**config.mk**
```make
export PLATFORM = sky130hd
export DESIGN_NAME = pipeline_hazard_ctrl_flat
export DESIGN_NICKNAME = d
export VERILOG_FILES = /design/src/rtl/pipe_ctrl_pkg.sv /design/src/rtl/pipeline_hazard_ctrl_if.sv /design/src/rtl/pipeline_hazard_ctrl_load_use_detect.sv /design/src/rtl/pipeline_hazard_ctrl.sv /design/src/flat_wrapper.sv
export SDC_FILE = /design/constraint.sdc
export NUM_CORES = 1
export LEC_CHECK = 0
export BUFFER_PORTS_ARGS = -buffer_cell sky130_fd_sc_hd__buf_2
export CAP_MARGIN = 30
export CELL_PAD_IN_SITES_DETAIL_PLACEMENT = 0
export CELL_PAD_IN_SITES_GLOBAL_PLACEMENT = 1
export CORE_ASPECT_RATIO = 1.25
export CORE_MARGIN = 2
export CORE_UTILIZATION = 41
export CTS_CLUSTER_DIAMETER = 30
export CTS_CLUSTER_SIZE = 10
export DETAILED_ROUTE_END_ITERATION = 10
export GPL_TIMING_DRIVEN = 0
export PLACE_DENSITY_LB_ADDON = 0.2
export SETUP_SLACK_MARGIN = 0.1
export SLEW_MARGIN = 25
export SYNTH_ARGS = -nofsm -noshare
export SYNTH_HDL_FRONTEND = slang
export SYNTH_SLANG_ARGS = --single-unit
```
**constraint.sdc**
```tcl
create_clock -name clk -period 4.4 [get_ports clk]
set_input_delay 0.88 -clock clk [delete_from_list [all_inputs] [get_ports clk]]
set_output_delay 0.88 -clock clk [all_outputs]
set_load 0.01 [all_outputs]
```
**src/rtl/pipe_ctrl_pkg.sv**
```systemverilog
// Shared types and constants for the pipeline stall/flush sequencer.
package pipe_ctrl_pkg;
   typedef enum logic [1:0] {RUN, WAIT, HALT} state_t;
   localparam int REG_W = 5;
   localparam logic [REG_W-1:0] ZERO_REG = 5'd0;
endpackage

```
**src/rtl/pipeline_hazard_ctrl_if.sv**
```systemverilog
// Hazard inputs from the pipeline and the register controls returned to it.
interface pipeline_hazard_ctrl_if
   import pipe_ctrl_pkg::*;
#(parameter int CNT_W = 16);
   logic [REG_W-1:0] id_src1;
   logic [REG_W-1:0] id_src2;
   logic             id_two_src;
   logic [REG_W-1:0] ex_dest;
   logic             ex_mem_r_en;
   logic             branch_taken;
   logic             mem_req;
   logic             mem_ready;
   logic             pc_en;
   logic             if_id_en;
   logic             if_id_flush;
   logic             id_ex_en;
   logic             id_ex_flush;
   logic             ex_mem_en;
   logic             mem_wb_bubble;
   logic             mem_timeout;
   logic [CNT_W-1:0] stall_count;

   modport master (
      output id_src1, id_src2, id_two_src, ex_dest, ex_mem_r_en,
             branch_taken, mem_req, mem_ready,
      input  pc_en, if_id_en, if_id_flush, id_ex_en, id_ex_flush,
             ex_mem_en, mem_wb_bubble, mem_timeout, stall_count
   );
   modport slave (
      input  id_src1, id_src2, id_two_src, ex_dest, ex_mem_r_en,
             branch_taken, mem_req, mem_ready,
      output pc_en, if_id_en, if_id_flush, id_ex_en, id_ex_flush,
             ex_mem_en, mem_wb_bubble, mem_timeout, stall_count
   );
endinterface

```
**src/rtl/pipeline_hazard_ctrl_load_use_detect.sv**
```systemverilog
// Load-use comparator: ID reads a register that the load in EX has not written yet.
module load_use_detect
   import pipe_ctrl_pkg::*;
(
   input  logic [REG_W-1:0] id_src1,
   input  logic [REG_W-1:0] id_src2,
   input  logic             id_two_src,
   input  logic [REG_W-1:0] ex_dest,
   input  logic             ex_mem_r_en,
   output logic             hazard
);
   // $zero is never a real dependency, it always reads as 0
   assign hazard = ex_mem_r_en && (ex_dest != ZERO_REG) &&
                   ((ex_dest == id_src1) || (id_two_src && (ex_dest == id_src2)));
endmodule

```
**src/rtl/pipeline_hazard_ctrl.sv**
```systemverilog
// Stall/flush sequencer for the five-stage pipeline with memory-wait watchdog
// and a saturating stall-cycle counter.
module pipeline_hazard_ctrl
   import pipe_ctrl_pkg::*;
#(
   parameter int MAX_WAIT = 16,
   parameter int CNT_W    = 16
)(
   input  logic                 clk,
   input  logic                 rst,
   pipeline_hazard_ctrl_if.slave bus
);
   localparam logic [7:0] MAX_WAIT_W = 8'(MAX_WAIT);

   state_t           state, state_n;
   logic [7:0]       wait_cnt, wait_cnt_n;
   logic             timeout_n;
   logic             hazard;
   logic             mstall;
   logic [CNT_W-1:0] stall_count;
   logic             mem_timeout;

   load_use_detect u_lud (
      .id_src1     (bus.id_src1),
      .id_src2     (bus.id_src2),
      .id_two_src  (bus.id_two_src),
      .ex_dest     (bus.ex_dest),
      .ex_mem_r_en (bus.ex_mem_r_en),
      .hazard      (hazard)
   );

   assign mstall = bus.mem_req & ~bus.mem_ready;

   // Output priority: reset, halt, memory stall, branch, load-use
   always_comb begin
      bus.pc_en         = 1'b1;
      bus.if_id_en      = 1'b1;
      bus.if_id_flush   = 1'b0;
      bus.id_ex_en      = 1'b1;
      bus.id_ex_flush   = 1'b0;
      bus.ex_mem_en     = 1'b1;
      bus.mem_wb_bubble = 1'b0;
      if (rst) begin
         bus.pc_en         = 1'b0;
         bus.if_id_en      = 1'b0;
         bus.id_ex_en      = 1'b0;
         bus.ex_mem_en     = 1'b0;
         bus.if_id_flush   = 1'b1;
         bus.id_ex_flush   = 1'b1;
         bus.mem_wb_bubble = 1'b1;
      end else if (state == HALT || mstall) begin
         bus.pc_en         = 1'b0;
         bus.if_id_en      = 1'b0;
         bus.id_ex_en      = 1'b0;
         bus.ex_mem_en     = 1'b0;
         bus.mem_wb_bubble = 1'b1;
      end else if (bus.branch_taken) begin
         bus.if_id_flush = 1'b1;
         bus.id_ex_flush = 1'b1;
      end else if (hazard) begin
         bus.pc_en       = 1'b0;
         bus.if_id_en    = 1'b0;
         bus.id_ex_flush = 1'b1;
      end
   end

   always_comb begin
      state_n    = state;
      wait_cnt_n = wait_cnt;
      timeout_n  = mem_timeout;
      case (state)
         RUN: if (mstall) begin
            state_n    = WAIT;
            wait_cnt_n = 8'd1;
         end
         WAIT: if (!mstall) begin
            state_n    = RUN;
            wait_cnt_n = 8'd0;
         end else if (wait_cnt == MAX_WAIT_W) begin
            state_n   = HALT;
            timeout_n = 1'b1;
         end else begin
            wait_cnt_n = wait_cnt + 8'd1;
         end
         default: state_n = HALT;
      endcase
   end

   always_ff @(posedge clk or posedge rst) begin
      if (rst) begin
         state       <= RUN;
         wait_cnt    <= '0;
         mem_timeout <= 1'b0;
         stall_count <= '0;
      end else begin
         state       <= state_n;
         wait_cnt    <= wait_cnt_n;
         mem_timeout <= timeout_n;
         if (!bus.pc_en && stall_count != '1)
            stall_count <= stall_count + 1'b1;
      end
   end

   assign bus.mem_timeout = mem_timeout;
   assign bus.stall_count = stall_count;
endmodule

```
**src/flat_wrapper.sv**
```systemverilog
// flat-port wrapper written by rule: the top's interface ports become plain ports
module pipeline_hazard_ctrl_flat import pipe_ctrl_pkg::*;
#(
   parameter int MAX_WAIT = 16,
   parameter int CNT_W    = 16
)
  (clk, rst, bus_id_src1, bus_id_src2, bus_id_two_src, bus_ex_dest, bus_ex_mem_r_en, bus_branch_taken, bus_mem_req, bus_mem_ready, bus_pc_en, bus_if_id_en, bus_if_id_flush, bus_id_ex_en, bus_id_ex_flush, bus_ex_mem_en, bus_mem_wb_bubble, bus_mem_timeout, bus_stall_count);
  pipeline_hazard_ctrl_if #(.CNT_W(CNT_W)) bus_i ();
  input  logic clk;
  input  logic rst;
  input wire logic [$bits(bus_i.id_src1)-1:0] bus_id_src1;
  input wire logic [$bits(bus_i.id_src2)-1:0] bus_id_src2;
  input wire logic [$bits(bus_i.id_two_src)-1:0] bus_id_two_src;
  input wire logic [$bits(bus_i.ex_dest)-1:0] bus_ex_dest;
  input wire logic [$bits(bus_i.ex_mem_r_en)-1:0] bus_ex_mem_r_en;
  input wire logic [$bits(bus_i.branch_taken)-1:0] bus_branch_taken;
  input wire logic [$bits(bus_i.mem_req)-1:0] bus_mem_req;
  input wire logic [$bits(bus_i.mem_ready)-1:0] bus_mem_ready;
  output wire logic [$bits(bus_i.pc_en)-1:0] bus_pc_en;
  output wire logic [$bits(bus_i.if_id_en)-1:0] bus_if_id_en;
  output wire logic [$bits(bus_i.if_id_flush)-1:0] bus_if_id_flush;
  output wire logic [$bits(bus_i.id_ex_en)-1:0] bus_id_ex_en;
  output wire logic [$bits(bus_i.id_ex_flush)-1:0] bus_id_ex_flush;
  output wire logic [$bits(bus_i.ex_mem_en)-1:0] bus_ex_mem_en;
  output wire logic [$bits(bus_i.mem_wb_bubble)-1:0] bus_mem_wb_bubble;
  output wire logic [$bits(bus_i.mem_timeout)-1:0] bus_mem_timeout;
  output wire logic [$bits(bus_i.stall_count)-1:0] bus_stall_count;
  assign bus_i.id_src1 = bus_id_src1;
  assign bus_i.id_src2 = bus_id_src2;
  assign bus_i.id_two_src = bus_id_two_src;
  assign bus_i.ex_dest = bus_ex_dest;
  assign bus_i.ex_mem_r_en = bus_ex_mem_r_en;
  assign bus_i.branch_taken = bus_branch_taken;
  assign bus_i.mem_req = bus_mem_req;
  assign bus_i.mem_ready = bus_mem_ready;
  assign bus_pc_en = bus_i.pc_en;
  assign bus_if_id_en = bus_i.if_id_en;
  assign bus_if_id_flush = bus_i.if_id_flush;
  assign bus_id_ex_en = bus_i.id_ex_en;
  assign bus_id_ex_flush = bus_i.id_ex_flush;
  assign bus_ex_mem_en = bus_i.ex_mem_en;
  assign bus_mem_wb_bubble = bus_i.mem_wb_bubble;
  assign bus_mem_timeout = bus_i.mem_timeout;
  assign bus_stall_count = bus_i.stall_count;
  pipeline_hazard_ctrl #(.MAX_WAIT(MAX_WAIT), .CNT_W(CNT_W)) u_core (.clk(clk), .rst(rst), .bus(bus_i));
endmodule
```
==> flow_summary.json <==
{
  "outcome": "finished clean",
  "crit_chain": "buf_2, xor2_1, nor4_1, a32oi_1, o21ai_0, inv_1, buf_4, buf_2",
  "power.total_mw": 0.6568,
  "seq_area_frac_synth": 0.4303,
  "grt_start_max_net_pins": 31,
  "synth_xor_area_frac": 0.1729,
  "cts_hold_buf": 0,
  "portBuffers": 45,
  "slew_violations": 0,
  "start_util": 0.4218,
  "num_antenna_cells": 0,
  "drt_iter0_drc": 36,
  "overflow": 0,
  "layout.filler_cells": 373,
  "rsz0062_at_grt": "no",
  "htree_num_levels": 1,
  "synth_mux_area_frac": 0.009562,
  "gp_congestion": 0.7869,
  "cts_sinks": 27,
  "path_delay_family": "compound AO/OA/AOI/OAI gates",
  "setup_viol": 0,
  "criticalPathCategory": "in -> out",
  "chipWidth_um": 59.35,
  "cpMostUsedCell": "buf_2",
  "dp.cells": 248,
  "maxSlewHeadroom": 0.5923,
  "yosys-top-cells-count": "27 x dfrtp_1, 23 x xor2_1, 15 x nor2_1",
  "drtAntennaViolNets": 0,
  "vias": 1291,
  "cp_max_fo": 3,
  "clkLatencyLatePin_ps": 280,
  "dieArea_mm2": 0.004344,
  "die_h_um": 73.19,
  "path_clk_slew_ps": 90,
  "num_rows": 25,
  "wl_per_cell_um": 13.09,
  "area_growth_pct": 20.64,
  "synth_nets": 188,
  "yosysTopAreaCell": "dfrtp_1",
  "io-pin-count": 46,
  "remaining_drc_errors": 0,
  "cts_resized": 0,
  "grt_usage": 0.1611,
  "max_freq_ghz": 0.3124,
  "synth_edf_count": 0,
  "endpoint_kind": "output pin",
  "ys_async_sr_fraction": 1.000,
  "antenna_found_initial": 0,
  "grt_pass1_wl_um": 5437,
  "grt_pass1_vias": 1220,
  "startpoint_type": "primary input",
  "syn_area_mm2": 0.001570,
  "hold_viol": 0,
  "cp_slowest_cell": "o21ai_0",
  "yosys_warnings": 0,
  "cp_data_required_time_ps": 3520,
  "fin_crit_ps": 3201,
  "synthSimpleGateAreaFrac": 0.2239,
  "hold_class": "reg -> reg",
  "hpwl_um": 2586,
  "p_leak_nw": 0.9348,
  "core-area_mm2": 0.003722,
  "finClkSkew_ps": 15.85,
  "slowest_delay_ps": 340,
  "synth_top_family_by_area": "simple AND/OR/NAND/NOR gates",
  "synthFlopType": "dfrtp_1",
  "synth_most_common_cell": "dfrtp_1",
  "synthAdderAreaFrac": 0.02390,
  "ys_ff_latch": 27,
  "synth-compound-area-share": 0.08606,
  "fin_crit_sh": 0.7274,
  "synth.area.top_cells": "dfrtp_1 43%, xor2_1 13%, xnor2_1 4.5%",
  "post_cts_buffers": 0,
  "drive_gt1_frac": 0.2736,
  "max_cap_viol_count": 0,
  "worst_slew_pin_slew_ps": 610.6,
  "vdd_drop_max_uv": 301.5,
  "routed_via_density": 5.123,
  "cts_tree": "built",
  "cp_num_buf_inv": 4,
  "p_per_area_mw_per_mm2": 346.7,
  "stdcell_count": 252,
  "first_pass_iters": 4,
  "cts_inserted_buffers": 3,
  "syn_area_per_cell_um2": 9.633,
  "fin_nets": 238,
  "wl_um": 3298,
  "cp.arrival_ps": 2320,
  "netlist.area_leader.share": 0.4303,
  "cts_root_buf": "clkbuf_8",
  "clock_path_buffers": 2,
  "fin_tns_setup_ps": 0,
  "synth_cells": 163,
  "yosysUniqueCellTypes": 33
}
==> area by class of cell <==
type	count	area, µm²	area share
multi-input combinational	120	810.8	0.4280
sequential	27	675.6	0.3567
timing repair buffer	45	225.2	0.1189
tap	40	50.05	0.02642
inverter	13	48.80	0.02576
clock buffer	3	41.29	0.02180
buffer	3	35.03	0.01849
clock inverter	1	7.507	0.003963
==> registers in the layout, indices dropped and copies added (netlist names) <==
register                cells
u_core.bus.mem_timeout      1
u_core.state                2
u_core.bus.stall_count     16
u_core.wait_cnt             8
==> layout by cell type, fill, tap and decap left out, types with 2 or more instances in the layout <==
cell / synthesis / final
buf_2: 0 / 45
dfrtp_1: 27 / 27
xor2_1: 23 / 23
nor2_1: 15 / 15
nand2_1: 13 / 13
inv_1: 13 / 12
nand3_1: 9 / 9
xnor2_1: 8 / 8
nand4_1: 6 / 6
a21oi_1: 4 / 4
nor4_1: 3 / 3
nor3_1: 3 / 3
o21bai_1: 3 / 3
nor2b_1: 3 / 3
nor3_2: 3 / 3
nor4b_1: 3 / 3
o21ai_0: 3 / 3
and3_1: 3 / 3
ha_1: 3 / 3
clkbuf_8: 0 / 3
or4_1: 2 / 2
o22ai_1: 2 / 2
buf_4: 2 / 2
==> stage by stage <==
| stage | util | hold WS [ps] | setup WS (ps) | instance area, µm² |
|---|---|---|---|---|
| finish | 0.5089 | 481.7 | 1199 | 1894 |
| global route | 0.5089 | 507.2 | 1011 | 1894 |
| CTS | 0.5089 | 490.4 | 1185 | 1894 |
| detailed placement | 0.4958 | 465.2 | 1190 | 1846 |
| global placement | 0.4958 | 457.6 | 945.1 | 1846 |
| floorplan | - | 498.7 | 1184 | 1570 |
==> metal layers <==
metal	GRT usage	routed length [µm]
met4	0.04545	19
met5	0	0
met3	0.02482	99
met1	0.2148	1443
met2	0.2674	1736
==> where the power goes <==
group / switching (mW) / internal [mW]
Clock: 0.0811 / 0.0643
Combinational: 0.102 / 0.0848
Sequential: 0.0441 / 0.280
==> worst paths after layout <==
path / from / to / slack (ps) / depth (start not counted)
min reg2reg: u_core.bus.mem_timeout$_DFFE_PP0P_ / u_core.bus.mem_timeout$_DFFE_PP0P_ / 480 / 1
min in group asynchronous: rst / u_core.wait_cnt[7]$_DFFE_PP0P_ / 670 / 2
max in group asynchronous: rst / u_core.bus.stall_count[13]$_DFFE_PP0P_ / 3320 / 2
max reg2reg: u_core.bus.stall_count[0]$_DFFE_PP0P_ / u_core.bus.stall_count[1]$_DFFE_PP0P_ / 2160 / 7
max: bus_ex_dest[4] / bus_pc_en / 1200 / 8
min: u_core.bus.mem_timeout$_DFFE_PP0P_ / u_core.bus.mem_timeout$_DFFE_PP0P_ / 480 / 1
==> logic make-up (layout without fill, tap and decap cells) <==
| family | Yosys count | after routing |
|---|---|---|
| compound gates | 19 | 19 |
| xor+xnor | 31 | 31 |
| fa+ha+maj | 3 | 3 |
| buf+inv | 16 | 65 |
| flops | 27 | 27 |
| mux | 1 | 1 |
| simple gates | 66 | 66 |
Note: power is estimated with default switching activity, not from simulation.
